### src/rtl/rf_hazard_scoreboard_pkg.sv
// ============================================================================
// rf_hazard_scoreboard_pkg : shared register-select types and sizing
// Rev 1.0
// ============================================================================
`default_nettype none

package rf_hazard_scoreboard_pkg;

  localparam int NUM_REGS_DEFAULT = 8;
  localparam int REG_SEL_W        = 3;
  localparam int CNT_W_DEFAULT    = 2;

  typedef logic [REG_SEL_W-1:0] reg_sel_t;

  localparam reg_sel_t LINK_REG = 3'd7;

endpackage

`default_nettype wire

### src/rtl/rf_hazard_scoreboard_pending_counter.sv
// ============================================================================
// rf_pending_counter : saturating-free up/down count of in-flight writes
// Rev 1.0
// ============================================================================
`default_nettype none

module rf_pending_counter
  import rf_hazard_scoreboard_pkg::*;
#(
  parameter int CNT_W = CNT_W_DEFAULT
) (
  input  logic             clk,
  input  logic             rst,
  input  logic             inc,
  input  logic             dec,
  input  logic             clear,
  output logic [CNT_W-1:0] count,
  output logic             nonzero,
  output logic             full,
  output logic             underflow_attempt
);

  localparam logic [CNT_W-1:0] c_max = '1;

  logic [CNT_W-1:0] r_cnt;
  logic             w_dec_ok;
  logic             w_inc_ok;

  // A writeback to an empty counter is dropped here and reported upward.
  assign w_dec_ok = dec & (r_cnt != '0);
  assign w_inc_ok = inc & (r_cnt != c_max);

  always_ff @(posedge clk or posedge rst) begin
    if (rst) begin
      r_cnt <= '0;
    end else if (clear) begin
      r_cnt <= '0;
    end else if (w_inc_ok && !w_dec_ok) begin
      r_cnt <= r_cnt + 1'b1;
    end else if (w_dec_ok && !inc) begin
      r_cnt <= r_cnt - 1'b1;
    end
  end

  assign count             = r_cnt;
  assign nonzero           = (r_cnt != '0);
  assign full              = (r_cnt == c_max);
  assign underflow_attempt = dec & (r_cnt == '0);

endmodule

`default_nettype wire

### src/rtl/rf_hazard_scoreboard.sv
// ============================================================================
// rf_hazard_scoreboard : per-register pending-write tracking and decode stall
// Rev 1.0
// ============================================================================
`default_nettype none

module rf_hazard_scoreboard
  import rf_hazard_scoreboard_pkg::*;
#(
  parameter int NUM_REGS  = NUM_REGS_DEFAULT,
  parameter int CNT_W     = CNT_W_DEFAULT,
  parameter bit WB_BYPASS = 1'b1
) (
  input  logic                clk,
  input  logic                rst,
  input  logic                issue_valid,
  input  logic                rs_used,
  input  reg_sel_t            rs_sel,
  input  logic                rt_used,
  input  reg_sel_t            rt_sel,
  input  logic                wr_en,
  input  reg_sel_t            wr_sel,
  input  logic                wb_en,
  input  reg_sel_t            wb_sel,
  input  logic                flush,
  output logic                stall,
  output logic                issue_fire,
  output logic [NUM_REGS-1:0] busy,
  output logic                err
);

  logic [NUM_REGS-1:0] w_inc;
  logic [NUM_REGS-1:0] w_dec;
  logic [NUM_REGS-1:0] w_nonzero;
  logic [NUM_REGS-1:0] w_full;
  logic [NUM_REGS-1:0] w_underflow;
  logic [NUM_REGS-1:0] w_eff_nz;
  logic [CNT_W-1:0]    w_cnt [NUM_REGS];

  logic w_haz_rs;
  logic w_haz_rt;
  logic w_haz_full;
  logic r_err;

  generate
    for (genvar i = 0; i < NUM_REGS; i++) begin : g_reg
      logic w_wb_hit;

      assign w_wb_hit = wb_en & (wb_sel == reg_sel_t'(i));
      assign w_inc[i] = issue_fire & wr_en & (wr_sel == reg_sel_t'(i));
      assign w_dec[i] = w_wb_hit;

      // A single outstanding write retiring this cycle is forwarded by the
      // register file, so it no longer counts as a hazard for readers.
      assign w_eff_nz[i] = w_nonzero[i] &
                           ~(WB_BYPASS & w_wb_hit & (w_cnt[i] == CNT_W'(1)));

      rf_pending_counter #(
        .CNT_W (CNT_W)
      ) u_cnt (
        .clk               (clk),
        .rst               (rst),
        .inc               (w_inc[i]),
        .dec               (w_dec[i]),
        .clear             (flush),
        .count             (w_cnt[i]),
        .nonzero           (w_nonzero[i]),
        .full              (w_full[i]),
        .underflow_attempt (w_underflow[i])
      );
    end
  endgenerate

  assign w_haz_rs   = rs_used & w_eff_nz[rs_sel];
  assign w_haz_rt   = rt_used & w_eff_nz[rt_sel];
  assign w_haz_full = wr_en & w_full[wr_sel];

  // Gated by rst so decode is released the instant reset asserts.
  assign stall      = ~rst & issue_valid & ~flush & (w_haz_rs | w_haz_rt | w_haz_full);
  assign issue_fire = ~rst & issue_valid & ~flush & ~stall;

  always_ff @(posedge clk or posedge rst) begin
    if (rst) begin
      r_err <= 1'b0;
    end else if (|w_underflow) begin
      r_err <= 1'b1;
    end
  end

  assign busy = w_nonzero;
  assign err  = r_err;

endmodule

`default_nettype wire

### config.mk
export PLATFORM = sky130hd
export DESIGN_NAME = rf_hazard_scoreboard
export DESIGN_NICKNAME = d
export VERILOG_FILES = /design/src/rtl/rf_hazard_scoreboard_pkg.sv /design/src/rtl/rf_hazard_scoreboard_pending_counter.sv /design/src/rtl/rf_hazard_scoreboard.sv
export SDC_FILE = /design/constraint.sdc
export NUM_CORES = 1
export LEC_CHECK = 0
export CAP_MARGIN = 5
export CORE_MARGIN = 2
export CORE_UTILIZATION = 40
export CTS_BUF_LIST = sky130_fd_sc_hd__clkbuf_4
export DETAILED_ROUTE_END_ITERATION = 10
export GPL_ROUTABILITY_DRIVEN = 0
export PLACE_DENSITY_LB_ADDON = 0.2
export SLEW_MARGIN = 5
export SYNTH_ARGS = -nofsm -noshare
export SYNTH_HDL_FRONTEND = slang
export SYNTH_SLANG_ARGS = --single-unit
export TNS_END_PERCENT = 5
### constraint.sdc
create_clock -name clk -period 4.7 [get_ports clk]
set_input_delay 1.41 -clock clk [delete_from_list [all_inputs] [get_ports clk]]
set_output_delay 1.41 -clock clk [all_outputs]
set_load 0.01 [all_outputs]
# Word level (Yosys, flattened, before mapping)
# Cells that the tools add are included.
# op_classes
n_lt_le_gt_ge	3
reduce_logical	59
bitwise_logic	77
mux	30
n_eq_ne	38
add_sub_neg	16
# ops
cell	n
AND 1 bit	64
2-to-1 mux 2 bit	24
equality test 3 bit (second input constant)	8
nonzero test 3 bit	8
adder 2 x 1 -> 2 bit (second input constant)	8
equality test 2 x 1 -> 1 bit (second input constant)	8
equality test 2 bit (second input constant)	8
logical AND 1 bit	16
logical NOT 1 bit	16
logical NOT 2 bit	8
!= test 2 bit (second input constant)	8
nonzero test 2 bit	8
subtractor 2 x 1 -> 2 bit (second input constant)	8
equality test 3 x 2 -> 1 bit (second input constant)	4
less-than comparator 3 x 4 -> 1 bit (second input constant)	3
NOT 1 bit	11
binary-select mux 1 bit (select 3 bit)	3
OR reduction 8 bit	1
equality test 3 x 1 -> 1 bit (second input constant)	2
logical NOT 3 bit	2
2-to-1 mux 1 bit	3
bitwise OR 1 bit	2
# totals
in_bits	20
word_cells	232
register_bits	17

# Depth between registers and ports, before layout
# Gate-level depths: netlist of the first run.
# logic_depth
ltp_word	20
ltp_mapped	10
ltp_nobuf	9

# By module
# From an unflattened synthesis of the first run, not the netlist that was laid out.
# unflattened
hier_cells	249
hier_area_um2	2006.9
# modules_own_cells
module	area_per_inst_um2	cells_per_inst	instances
rf_pending_counter	153.9	18	8
rf_hazard_scoreboard	775.7	105	1

# Least setup slack after synthesis of the first run
# No wires, ideal clock.
# synth_path
path_kind	in2out
startpoint	input wb_sel[0]
endpoint	output issue_fire
setup_slack_ns	0.159
arrival_time_ns	3.131
path_stages	8
t_required_ns	3.290
cell_sequence	buf_4 > nor2b_1 > a31oi_1 > mux4_2 > nand2b_4 > and3_4 > buf_6 > nor4_1
# synth_between
elab_chain_len	13
# synth_lines
element	line	rtl
start: declaration	rf_hazard_scoreboard.sv:24	input reg_sel_t wb_sel,
equality test 3 x 1 -> 1 bit (tied with other cells)	rf_hazard_scoreboard.sv:49	assign w_wb_hit = wb_en & (wb_sel == reg_sel_t'(i));
AND 1 bit	rf_hazard_scoreboard.sv:49	
AND 1 bit	rf_hazard_scoreboard.sv:56	~(WB_BYPASS & w_wb_hit & (w_cnt[i] == CNT_W'(1)));
NOT 1 bit	rf_hazard_scoreboard.sv:56	
AND 1 bit	rf_hazard_scoreboard.sv:55	assign w_eff_nz[i] = w_nonzero[i] &
binary-select mux 1 bit (select 3 bit), on equally long branches	rf_hazard_scoreboard.sv:74, rf_hazard_scoreboard.sv:75	
2-to-1 mux 1 bit, on equally long branches	rf_hazard_scoreboard.sv:74, rf_hazard_scoreboard.sv:75	
AND 1 bit, on equally long branches	rf_hazard_scoreboard.sv:74, rf_hazard_scoreboard.sv:75	
bitwise OR 1 bit (*) (2 in a row)	rf_hazard_scoreboard.sv:79	assign stall = ~rst & issue_valid & ~flush & (w_haz_rs | w_haz_rt | w_haz_full);
AND 1 bit (*)	rf_hazard_scoreboard.sv:79	
NOT 1 bit (*)	rf_hazard_scoreboard.sv:80	assign issue_fire = ~rst & issue_valid & ~flush & ~stall;
AND 1 bit (*)	rf_hazard_scoreboard.sv:80	
end: declaration	rf_hazard_scoreboard.sv:27	output logic issue_fire,
# Mark *: on every way between the ends. The rest lies on a longest branch, timed or not. The select of a mux whose other input is x is not followed.

# Final worst setup path of the first run
# layout_path
startpoint	input wb_sel[2]
endpoint	output issue_fire
# The elaborated chain is that of the path after synthesis.

==> metrics.yaml, run 1 <==
status: "finished clean"
worstMarginPinSlew_ns: 0.752
synthArstFlopShare: 1.00
cts.htree.levels: 1
synthCells: 253
drive_above_1_share: 0.222
reg2reg_slack_ns: 1.63
grt_pass1_vias: 1975
cts_tree: "done"
clockBufferDepth: 2
postCtsHoldBufs: 0
critPathLaunch: "wb_sel[2]"
yosysWarnings: 0
power_density_mw_per_mm2: 179
cp_num_buf_inv: 2
path_cells: "clkdlybuf4s15_2 -> and2_4 -> a41oi_2 -> mux4_2 -> nand2b_4 -> and3_4 -> nor4_2 -> buf_2"
synth_enable_flop_cells: 0
initial_utilization: 0.417
max_stage_delay_ns: 0.48
firstDrtPassIters: 5
overflow: 0
ys_types: 51
hpwl_um: 4360
worstPathArrival_ns: 3.19
r2r-start: "g_reg[5].u_cnt.count[0]"
wl_per_cell_um: 14.9
reg2reg_to: "g_reg[3].u_cnt.count[1]"
synth_top_area_cell: "dfrtp_1"
drt-total-wl_um: 5490
min_path_type: "reg -> reg"
design.die.area_mm2: 0.00595
cts_sinks: 17
finalCritPeriodShare: 0.978
clkTransAtPathRegs_ns: 0.12
skew_ns: 0.00798
critPathTopFamily: "simple AND/OR/NAND/NOR gates"
cts_root_buf: "clkbuf_4"
finalSetupViolCount: 0
grt.total_usage: 0.199
place_inst: 362
vdd_drop_max_mv: 0.0841
dr.first_iter.drc_count: 98
r2r_cells: 10
cap_violations: 0
cp_slowest_cell: "mux4_2"
period_needed_ns: 4.60
design.core.area_mm2: 0.00514
yosys-top-cells-area: "dfrtp_1 20%, ha_1 14%, inv_1 5.3%"
cp-end-kind: "output pin"
worstPathMaxFanout: 5
grt_start_max_net_pins: 22
criticalPathCategory: "in -> out"
slew_headroom: 0.495
ios: 31
numPortBuffers: 30
synth_top_flop_cell: "dfrtp_1"
syn_avg_cell_area_um2: 8.46
hold_viol: 0
clock.fmax_mhz: 218
antenna_left: 0
rsz0062_at_grt: "false"
insertion_delay_ns: 0.31
drc: 0
vias_per_cell: 5.32
cp.depth: 8
fin_cells: 367
ys_seq_area_frac: 0.199
antenna_found_initial: 0
synth_area_mm2: 0.00214
die_h_um: 77.2
slew_violations: 0
dieWidth_um: 77.2
rows: 26
diodes: 0
synth.ff_latch_count: 17
cp-start-kind: "primary input"
crit_path_end: "issue_fire"
setup_slack_ns: 0.105
syn-num-nets: 297
vias: 1952
power_leakage_nw: 1.14
worstPathRequired_ns: 3.29
cts_made_buffers: 3
nets: 342
grt_pass1_wl_um: 9520
netlist.area_leader.share: 0.199
syn_to_final_growth_pct: 25.1
pre_cts_slack_ns: -0.761
cell type report:
| type | count | area (um2) |
|---|---|---|
| flip-flops and latches | 17 | 425 |
| well taps | 70 | 87.6 |
| fillers | 543 | 2460 |
| multi-input cells | 191 | 1560 |
| clock buffers | 3 | 22.5 |
| clock inverters | 1 | 5.00 |
| repair buffers | 55 | 462 |
| inverters | 30 | 113 |
synthesized netlist by cell type, types with 2 or more instances:
cell type / number
nand2b_1: 8
dfrtp_1: 17
mux2i_1: 8
inv_1: 30
and2_1: 3
o21ai_0: 6
a21o_1: 2
mux4_2: 3
nor2b_1: 3
nor2_1: 27
nor3_1: 12
ha_1: 24
nand3_1: 7
mux2_2: 9
mux4_1: 2
nand4_1: 3
a21oi_1: 5
xnor2_1: 4
nand2_1: 14
clkbuf_1: 4
nor4_1: 2
a31oi_1: 8
and4_1: 4
and3_1: 2
buf_4: 10
a2111oi_0: 2
nand3b_1: 5
nor3b_1: 4
a311oi_1: 3
state kept, by name, indices dropped and copies added (netlist names):
signal,count
g.u_cnt.count,16
err,1
how the worst min path moves through the flow:
stage | cells past startpoint | to | slack, ns | from
2_1_floorplan | 1 | err | 0.49 | err
3_3_place_gp | 1 | err | 0.45 | err
3_5_place_dp | 1 | err | 0.45 | err
4_1_cts | 1 | err | 0.47 | err
5_1_grt | 1 | err | 0.49 | err
6_report | 1 | err | 0.47 | err
layer usage:
| metal | track usage | vias to the layer above | share of wire |
|---|---|---|---|
| met5 | 0 | - | 0 |
| met4 | 0.0643 | 0 | 0.016 |
| met3 | 0.0235 | 9 | 0.037 |
| met2 | 0.317 | 44 | 0.45 |
| met1 | 0.280 | 920 | 0.50 |
| li1 | - | 979 | - |
where the power goes:
group	switching (mW)	total, mW	internal (mW)
registers	0.0120	0.169	0.157
logic	0.107	0.224	0.117
clock network	0.0565	0.0883	0.0318
stage by stage:
step	TNS (ns)	area, um2	total power [mW]	utilization	hold WS (ns)
detailed placement	-1.41	2610	0.388	0.507	0.447
global route	0	2680	0.519	0.521	0.492
global placement	-1.43	2610	0.387	0.507	0.445
floorplan	0	2140	0.313	-	0.493
finish	0	2680	0.480	0.521	0.468
CTS	0	2660	0.480	0.518	0.473
worst reg2reg max path, stage by stage (launching register included):
cell and delay, ns:
dfrtp_1 0.44, inv_1 0.09, ha_1 0.29, a31oi_1 0.09, mux4_2 0.46, nand2b_4 0.15
and3_4 0.19, buf_4 0.15, or4_4 0.55, maj3_2 0.30, a211oi_1 0.26
logic make-up (layout without fill, tap and decap cells):
kind of cell / Yosys count / in the layout / synth area share
compound gates: 37 / 37 / 0.127
simple gates: 102 / 102 / 0.261
xor+xnor: 5 / 5 / 0.0269
mux: 22 / 22 / 0.141
buf+inv: 45 / 89 / 0.0999
fa+ha+maj: 25 / 25 / 0.146
flops: 17 / 17 / 0.199
layout by cell type (no fill, tap or decap), types with 2 or more instances in the layout:
| master | instances |
|---|---|
| nor2_1 | 27 |
| o21ai_0 | 6 |
| mux2_2 | 9 |
| nand2b_1 | 8 |
| dlygate4sd2_1 | 2 |
| buf_4 | 25 |
| nor3b_1 | 4 |
| dfrtp_1 | 17 |
| inv_1 | 30 |
| mux4_1 | 2 |
| nand2_1 | 14 |
| clkbuf_4 | 3 |
| a21oi_1 | 5 |
| clkdlybuf4s50_1 | 22 |
| nor3_1 | 11 |
| mux2i_1 | 8 |
| nand3_1 | 7 |
| ha_1 | 24 |
| nor2b_4 | 2 |
| nand3b_1 | 5 |
| and2_1 | 3 |
| and3_1 | 2 |
| a31oi_2 | 2 |
| buf_2 | 5 |
| a311oi_1 | 2 |
| mux4_2 | 3 |
| and4_1 | 3 |
| a31oi_1 | 6 |
| nand4_1 | 3 |
| xnor2_1 | 4 |
| a21o_1 | 2 |
timing repair:
item                                    4_1_cts  5_1_grt
endpoints found under the hold margin         0        0
gates resized for setup                      39        5
endpoints found under the setup margin        2        2
cloned                                        0        0
pin swaps                                     5        5
buffers inserted                              1        1
(Power assumes the default switching activity.)
==> inputs of run 2 (changes only) <==
--- a/constraint.sdc
+++ b/constraint.sdc
@@ -3,2 +3,2 @@
 set_output_delay 1.41 -clock clk [all_outputs]
-set_load 0.01 [all_outputs]
+set_load 0.02 [all_outputs]
==> metrics.yaml, run 2 (synthesized netlist as in run 1, its figures left out) <==
firstDrtPassIters: 4
drt-total-wl_um: 5490
path_cells: "clkdlybuf4s50_1 -> mux4_2 -> mux2_2 -> and2_1 -> nor4_4 -> buf_4"
holdWs_ns: 0.483
vias_per_cell: 5.35
skew_ns: 0.0103
final_common_cell: "inv_1"
initial_utilization: 0.417
clockBufferDepth: 2
rsz0062_at_grt: "false"
dr.first_iter.drc_count: 93
cp-end-kind: "output pin"
gr-usage-met3: 0.0282
finalSetupViolCount: 0
slew_headroom: 0.505
setup_slack_ns: 0.0853
worstPathArrival_ns: 3.20
antenna_left: 0
grt.total_usage: 0.194
clkTransAtPathRegs_ns: 0.13
seq_area_um2: 425
multiInputGateArea_mm2: 0.00159
antenna_found_initial: 0
cts_sinks: 17
hpwl_um: 4330
nets: 343
cts_root_buf: "clkbuf_4"
cap_violations: 0
power_leakage_nw: 1.17
postCtsHoldBufs: 0
grt_pass1_wl_um: 9290
place_area_mm2: 0.00262
numPortBuffers: 30
final_area_mm2: 0.00272
finalCritPeriodShare: 0.982
worstPathRequired_ns: 3.29
design.die.area_mm2: 0.00595
status: "finished clean"
met1_usage: 0.265
die_h_um: 77.2
syn_to_final_growth_pct: 27.1
max_stage_delay_ns: 0.52
cts.htree.levels: 1
worstPathMaxFanout: 3
vdd_drop_max_mv: 0.143
cp-start-kind: "primary input"
power_density_mw_per_mm2: 181
drive_above_1_share: 0.232
hold_viol: 0
fin_cells: 368
diodes: 0
vias: 1968
worstMarginPinSlew_ns: 0.737
clock.fmax_mhz: 217
rows: 26
top_usage_layer: "met2"
insertion_delay_ns: 0.31
drc: 0
cts_made_buffers: 3
wl_per_cell_um: 14.9
pre_cts_slack_ns: -0.790
power.total_mw: 0.493
place_inst: 363
period_needed_ns: 4.61
criticalPathCategory: "in -> out"
grtUsageMet2: 0.317
grt_start_max_net_pins: 22
dieWidth_um: 77.2
largest_reg_flops: 16
fill_cells: 501
slew_violations: 0
cts_tree: "done"
grt_pass1_vias: 1990
design.core.area_mm2: 0.00514
overflow: 0
min_path_type: "reg -> reg"
ios: 31
final_cell_mix: "30 x inv_1, 27 x nor2_1, 27 x buf_4"
cp_slowest_cell: "clkdlybuf4s50_1"
## run 2: report_power, final
group / internal [mW] / leakage, nW / switching [mW]
combinational: 0.118 / 0.916 / 0.119
clock: 0.0317 / 0.0177 / 0.0573
sequential: 0.157 / 0.231 / 0.0108
## run 2: worst paths after layout
kind                                         start                       to  slack, ns  cells after the start
max                                      wr_sel[0]               issue_fire       0.09                      6
min                                            err                      err       0.48                      1
max reg2reg                g_reg[7].u_cnt.count[1]  g_reg[3].u_cnt.count[1]       1.61                     10
min reg2reg                                    err                      err       0.48                      1
max in group asynchronous                      rst  g_reg[3].u_cnt.count[1]       3.03                      3
min in group asynchronous                      rst  g_reg[7].u_cnt.count[0]       1.47                      3
## run 2: layer usage
layer	up-vias	routed length (um)	part of all wire
li1	984	-	-
met1	935	2700	0.49
met2	39	2490	0.45
met3	10	186	0.034
met4	0	111	0.020
met5	-	0	0
## run 2: worst max-delay path, delay by kind of cell
family                 cells  cell delay (ns)
and+or+nand+nor            2             0.49
muxes                      2             0.59
buffers and inverters      2             0.71
## run 2: repair_timing
| action | 4_1_cts | 5_1_grt |
|---|---|---|
| pin swaps | 4 | 6 |
| setup endpoints to repair | 2 | 2 |
| setup buffers | 0 | 1 |
| resized for setup | 26 | 20 |
## run 2: per-stage QoR
stage,TNS [ns],utilization
floorplan,0,-
global placement,-1.52,0.510
detailed placement,-1.54,0.510
CTS,0,0.520
global route,0,0.529
finish,0,0.529
## run 2: layout make-up
cell class	instances	share of cell area
Clock buffer	3	0.00828
Clock inverter	1	0.00184
Inverter	30	0.0414
Multi-Input combinational cell	191	0.584
Sequential cell	17	0.156
Tap cell	70	0.0322
Timing Repair Buffer	56	0.176
